### config.mk
export PLATFORM = sky130hd
export DESIGN_NAME = mux_arbiter
export DESIGN_NICKNAME = d
export VERILOG_FILES = /design/src/rtl/mux_arbiter.sv
export SDC_FILE = /design/constraint.sdc
export NUM_CORES = 1
export LEC_CHECK = 0
export ABC_AREA = 1
export BUFFER_PORTS_ARGS = -buffer_cell sky130_fd_sc_hd__buf_2
export CAP_MARGIN = 20
export CORE_AREA = 2 2 39 41
export CTS_CLUSTER_SIZE = 28
export DETAILED_ROUTE_END_ITERATION = 8
export DIE_AREA = 0 0 41 43
export PLACE_DENSITY = 0.57
export SETUP_SLACK_MARGIN = 0.05
export SLEW_MARGIN = 25
export SYNTH_ARGS = -nofsm -noshare
export SYNTH_HDL_FRONTEND = slang
export SYNTH_SLANG_ARGS = --single-unit
### constraint.sdc
create_clock -name clk -period 1.7 [get_ports clk]
set_input_delay 0.085 -clock clk [delete_from_list [all_inputs] [get_ports clk]]
set_output_delay 0.085 -clock clk [all_outputs]
set_load 0.03 [all_outputs]
### src/rtl/mux_arbiter.sv
// mux_arbiter: two-port packet arbiter that steers one port at a time onto a
// shared downstream link. A packet opens with a HEAD flit and closes with a
// TAIL flit. The mux stays locked to the winning port until that port's TAIL
// transfers. When both ports request at once, a round-robin pointer breaks
// the tie.
//
// Optional feature: define MUX_ARB_TIMEOUT_EN to enable the stall watchdog.
// The watchdog forces a lock release after TIMEOUT cycles without a transfer.
//
// Handshake: a flit on port x transfers in any cycle where the mux is locked
// to x, ivalid_x is 1 and iready is 1. That transfer cycle is flagged by
// grant_x. A source keeps its flit and its valid asserted until granted.
//
// Parameter:
//   TIMEOUT    stall cycles before a forced release (2..31)
// Ports:
//   clk        clock; all state updates on the rising edge
//   rst_       synchronous active-low reset
//   ivalid_0   port-0 flit valid
//   itype_0    port-0 flit type (00 NONE, 01 HEAD, 10 DATA, 11 TAIL)
//   ivalid_1   port-1 flit valid
//   itype_1    port-1 flit type
//   iready     downstream accepts a flit this cycle
//   sel        registered one-hot select (01 port 0, 10 port 1, 00 none)
//   grant_0    port-0 flit transfers this cycle
//   grant_1    port-1 flit transfers this cycle
//   lock       a packet currently holds the mux
//   timeout    one-cycle pulse on a forced lock release
//   state_dbg  current FSM state (00 IDLE, 01 LOCK0, 10 LOCK1)
module mux_arbiter #(
  parameter int TIMEOUT = 16
) (
  input  logic       clk,
  input  logic       rst_,
  input  logic       ivalid_0,
  input  logic [1:0] itype_0,
  input  logic       ivalid_1,
  input  logic [1:0] itype_1,
  input  logic       iready,
  output logic [1:0] sel,
  output logic       grant_0,
  output logic       grant_1,
  output logic       lock,
  output logic       timeout,
  output logic [1:0] state_dbg
);

  localparam logic [1:0] TYPE_HEAD = 2'b01;
  localparam logic [1:0] TYPE_TAIL = 2'b11;

  // The state encoding matches the sel encoding, so sel is loaded with next_state.
  typedef enum logic [1:0] {
    IDLE  = 2'b00,
    LOCK0 = 2'b01,
    LOCK1 = 2'b10
  } state_t;

  state_t     state, next_state;
  logic [1:0] sel_q;
  logic       ptr, next_ptr;   // last port granted a full packet
  logic       req_0, req_1;
  logic       xfer, tail_xfer;
  logic       stall_expired;

  assign req_0     = ivalid_0 && (itype_0 == TYPE_HEAD);
  assign req_1     = ivalid_1 && (itype_1 == TYPE_HEAD);
  assign xfer      = grant_0 || grant_1;
  assign tail_xfer = (grant_0 && (itype_0 == TYPE_TAIL)) ||
                     (grant_1 && (itype_1 == TYPE_TAIL));

`ifdef MUX_ARB_TIMEOUT_EN
  localparam logic [4:0] STALL_LIMIT = 5'(TIMEOUT - 1);

  logic [4:0] stall_cnt;
  logic       timeout_q;

  // The count stays 0 in IDLE, so a new lock always starts from 0.
  assign stall_expired = (state != IDLE) && !xfer && (stall_cnt == STALL_LIMIT);

  always_ff @(posedge clk) begin
    if (!rst_) begin
      stall_cnt <= 5'd0;
      timeout_q <= 1'b0;
    end else begin
      timeout_q <= stall_expired;
      if (state == IDLE || xfer || stall_expired) begin
        stall_cnt <= 5'd0;
      end else begin
        stall_cnt <= stall_cnt + 5'd1;
      end
    end
  end

  assign timeout = timeout_q;
`else
  assign stall_expired = 1'b0;
  assign timeout       = 1'b0;
`endif

  // State register
  always_ff @(posedge clk) begin
    if (!rst_) begin
      state <= IDLE;
      sel_q <= 2'b00;
      ptr   <= 1'b1;
    end else begin
      state <= next_state;
      sel_q <= next_state;
      ptr   <= next_ptr;
    end
  end

  // Next-state logic
  always_comb begin
    next_state = state;
    next_ptr   = ptr;
    case (state)
      IDLE: begin
        if (req_0 && req_1) begin
          next_state = ptr ? LOCK0 : LOCK1;
        end else if (req_0) begin
          next_state = LOCK0;
        end else if (req_1) begin
          next_state = LOCK1;
        end
      end
      LOCK0: begin
        if (tail_xfer || stall_expired) begin
          next_state = IDLE;
          next_ptr   = 1'b0;
        end
      end
      LOCK1: begin
        if (tail_xfer || stall_expired) begin
          next_state = IDLE;
          next_ptr   = 1'b1;
        end
      end
      default: next_state = IDLE;
    endcase
  end

  // Output logic
  always_comb begin
    grant_0 = (state == LOCK0) && ivalid_0 && iready;
    grant_1 = (state == LOCK1) && ivalid_1 && iready;
    lock    = (state != IDLE);
  end

  assign sel       = sel_q;
  assign state_dbg = state;

endmodule

**After elaboration in Yosys (flattened, before gate mapping)**

Index checks and enable logic that the tools add are counted.

- Add/subtract/negate cells: 0
- $mul: 0
- Equality and inequality tests: 10
- Shift-type cells: 0
- Bitwise logic cells: 0
- Mux-type cells: 9
- Order comparisons: 0
- Div/mod/pow operators: 0
- Reduce and logical (&&, ||, !) cells: 16

Operators by type and width:

| cell | number |
|---|---|
| $mux 2 | 5 |
| $logic_and 1x1->1 | 9 |
| $eq 2x1->1 const B | 3 |
| $eq 2x2->1 const B | 3 |
| $ne 2x2->1 const B | 2 |
| $ne 4x4->1 const B | 1 |
| $pmux 2 s2 | 1 |
| $reduce_bool 2->1 | 2 |
| $reduce_and 3->1 | 1 |
| $logic_not 2->1 | 1 |
| $mux 1 | 2 |
| $ne 2x1->1 const B | 1 |
| $pmux 1 s2 | 1 |
| $reduce_and 2->1 | 1 |
| $reduce_or 2->1 | 1 |
| $logic_or 1x1->1 | 1 |

- Output and inout port bits: 8
- RAM bits: 0
- Input port bits: 9
- Latch bits: 0
- Word-level logic and storage cells: 37
- Register bits: 3
- Memories kept: 0
- Memory bits (read-only): 0

**Longest topological paths before layout**

- Word-level depth: 7
- Gate-level depth with buffers: 10
- Depth with buffers taken out: 10

**Worst setup path after synthesis**

OpenSTA, ideal clock, no wires.

- Kind: register -> register
- Start point: reg sel[0] (netlist name)
- End point: reg sel_q[0], in the netlist sel[0]
- Data required time: 1.587 ns
- Setup time: 0.113 ns
- Clock period less this slack: 1.650 ns
- Slack: 0.050 ns
- Cell stages (with the launch flop): 9
- Path buffers: 0
- Arrival: 1.537 ns
- Cells stage by stage: dfxtp_1 -> bufinv_8 -> ha_1 -> inv_1 -> nor2_1 -> nand2_1 -> nand2_2 -> nor2_1 -> nor2_1

RTL lines:

| what | line | source |
|---|---|---|
| to (signal assigned) | 108 | `sel_q <= next_state;` |
| to (decl) | 59 | `logic [1:0] sel_q;` |

==> flow_metrics.py <==
metrics = {
    "final_layout": {
        "drive_gt1_frac": 0.4444,
        "area_growth_syn_to_layout_pct": 31.50,
        "final_nets": 76,
        "final_util": 0.3020,
        "antennaDiodeCount": 0,
        "layout_common_cells": "buf_2, nand2_1, nor2_1",
        "final_common_cell": "buf_2",
    },
    "clock_tree": {
        "cts.sinks": 3,
        "numCtsBuffers": 3,
        "ctsResizeCount": 0,
        "root_buffer": "clkbuf_4",
        "holdBufCountCts": 0,
        "clockBufferDepth": 2,
        "cts_tree": "built",
        "post_cts_buffers": 0,
        "path_clk_slew_ns": 0.04,
        "clock_latency_ns": 0.23,
        "cts.htree.levels": 1,
    },
    "yosys": {
        "ys_ff_latch": 3,
        "synth_nets": 59,
        "yosys_warnings": 0,
        "netlist-cell-type-count": 16,
        "syn_avg_cell_area_um2": 6.762,
        "synth_area_um2": 317.8,
        "syn_inst": 47,
        "synth-seq-area-share": 0.1890,
    },
    "floorplanning": {
        "initial_utilization": 0.2297,
        "rows": 14,
        "die_x_um": 41,
        "core_area_um2": 1384,
        "die_h_um": 43,
        "io_pins": 17,
        "dieArea_um2": 1763,
    },
    "global_route": {
        "grt_pass1_wl_um": 869,
        "overflow": 0,
        "grt_max_degree": 5,
        "track_usage": 0.07415,
        "antenna_found_initial": 0,
        "grt_pass1_vias": 250,
    },
    "worst_setup_path": {
        "endpoint": "grant_1",
        "reg2reg_to": "sel[1]",
        "crit_slowest_cell": "dfxtp_2",
        "rr_startpoint": "sel[0]",
        "cp_cell_sequence": "bufinv_8, ha_1, nand2_1, nor2_2, buf_2",
        "cp-end-kind": "primary output",
        "max_stage_delay_ns": 0.32,
        "cp.arrival_ns": 1.29,
        "crit_fanout": 4,
        "crit_start": "sel[0]",
        "crit_required_ns": 1.62,
        "crit_type": "flop to primary output",
        "rr_worst_depth": 10,
        "cp-start-kind": "flop",
        "rrSetupSlack_ns": 0.39,
    },
    "route": {
        "dr.pass1.iters": 1,
        "dr_total_vias": 303,
        "drc": 0,
        "ant_nets": 0,
        "wl_per_cell_um": 7.253,
        "via_per_inst": 3.835,
        "drt_iter0_drc": 0,
        "wirelength_um": 573,
    },
    "power_and_ir_drop": {
        "peakVddDrop_mv": 0.2764,
        "power-per-cell-area_nw_per_um2": 1411,
        "p_leak_uw": 0.0002581,
    },
    "sta": {
        "min_period_ns": 1.376,
        "worst_clock_skew_ns": 0.003835,
        "rsz0062_at_grt": "false",
        "setup_viol": 0,
        "timing.final.max_slew_violations": 0,
        "fmax_mhz": 726.8,
        "hold_viol": 0,
        "period_share": 0.8093,
        "tns_ns": 0,
    },
    "worst_hold_path": {
        "min_from": "rst_",
        "holdCritPathClass": "input port to flop",
    },
    "job": {
        "drv_cap": 0,
    },
    "placed_design": {
        "dp_hpwl_um": 502.1,
        "port_buffers": 15,
        "gp_congestion": 0.6742,
    },
    "status": {
        "status": "complete, no violations",
    },
}
[metal layers]
layer  share of wire  track usage  wire (um)  vias up
met5               0            0          0        -
met2            0.47       0.1094        269       11
li1                -            -          -      166
met4               0      0.04000          0        0
met1            0.45      0.08626        255      126
met3           0.084      0.03141         48        0
[power breakdown]
part	total [uW]	switching [uW]	leakage [uW]	internal, uW
registers	102	13.0	0.0000250	89.4
logic	361	213	0.000218	148
clock network	126	37.9	0.0000150	88.0
[stage by stage]
stage | std cells | hold WS, ns | power, uW | setup slack [ns] | instance area [um2]
after global routing | 79 | 0.08889 | 640.7 | 0.2347 | 417.9
after floorplan | 47 | 0.1836 | 410.5 | 0.06617 | 319.1
after global placement | 75 | 0.3227 | 468.1 | 0.3699 | 391.6
after CTS | 79 | 0.07802 | 601.6 | 0.2975 | 417.9
final | 79 | 0.07927 | 589.8 | 0.3242 | 417.9
after detailed placement | 75 | 0.3265 | 469.6 | 0.3739 | 391.6
[kinds of logic (layout without fill, tap and decap cells)]
group,Yosys count,in the layout,share of synthesized area
and+or+nand+nor,27,27,0.3898
AOI/OAI and AO/OA,2,2,0.03936
adders and majority gates,3,3,0.1181
other,1,1,0.01180
DFF,3,3,0.1890
buffers and inverters,11,27,0.2519
[cell type report]
type / instances / area, um2
fill: 147 / 965.9
multi-input combinational: 33 / 177.7
sequential: 3 / 61.31
clock buffer: 4 / 26.28
inverter: 8 / 57.56
timing repair buffer: 15 / 75.07
tap: 16 / 20.02
[flip-flops by register name, indices dropped and copies added, names as in the netlist]
signal / count
ptr: 1
sel: 2
[critical path, delay by kind of cell (launching register included)]
family	cells	cell delay (ns)
buffers and inverters	2	0.39
AND/OR/NAND/NOR	2	0.18
adder cells (fa/ha/maj)	1	0.17
flip-flops	1	0.32
[synth_stat cells (all sizes together)]
| library cell | count | area [um2] |
|---|---|---|
| nor2 | 9 | 38.79 |
| nand3 | 1 | 10.01 |
| nand3b | 1 | 7.510 |
| buf | 3 | 22.52 |
| inv | 6 | 22.52 |
| nand2 | 15 | 61.31 |
| and2 | 1 | 6.260 |
| dfxtp | 3 | 60.06 |
| ha | 3 | 37.54 |
| a21oi | 1 | 5.000 |
| conb | 1 | 3.750 |
| bufinv | 2 | 35.03 |
| o211ai | 1 | 7.510 |
[worst min-delay path by stage]
stage / cells past startpoint / slack [ns] / to
after floorplan: 1 / 0.18 / ptr
after global placement: 2 / 0.32 / ptr
after detailed placement: 2 / 0.33 / ptr
after CTS: 2 / 0.08 / ptr
after global routing: 2 / 0.09 / ptr
final: 2 / 0.08 / ptr
Power figures use the tool's default switching activity.
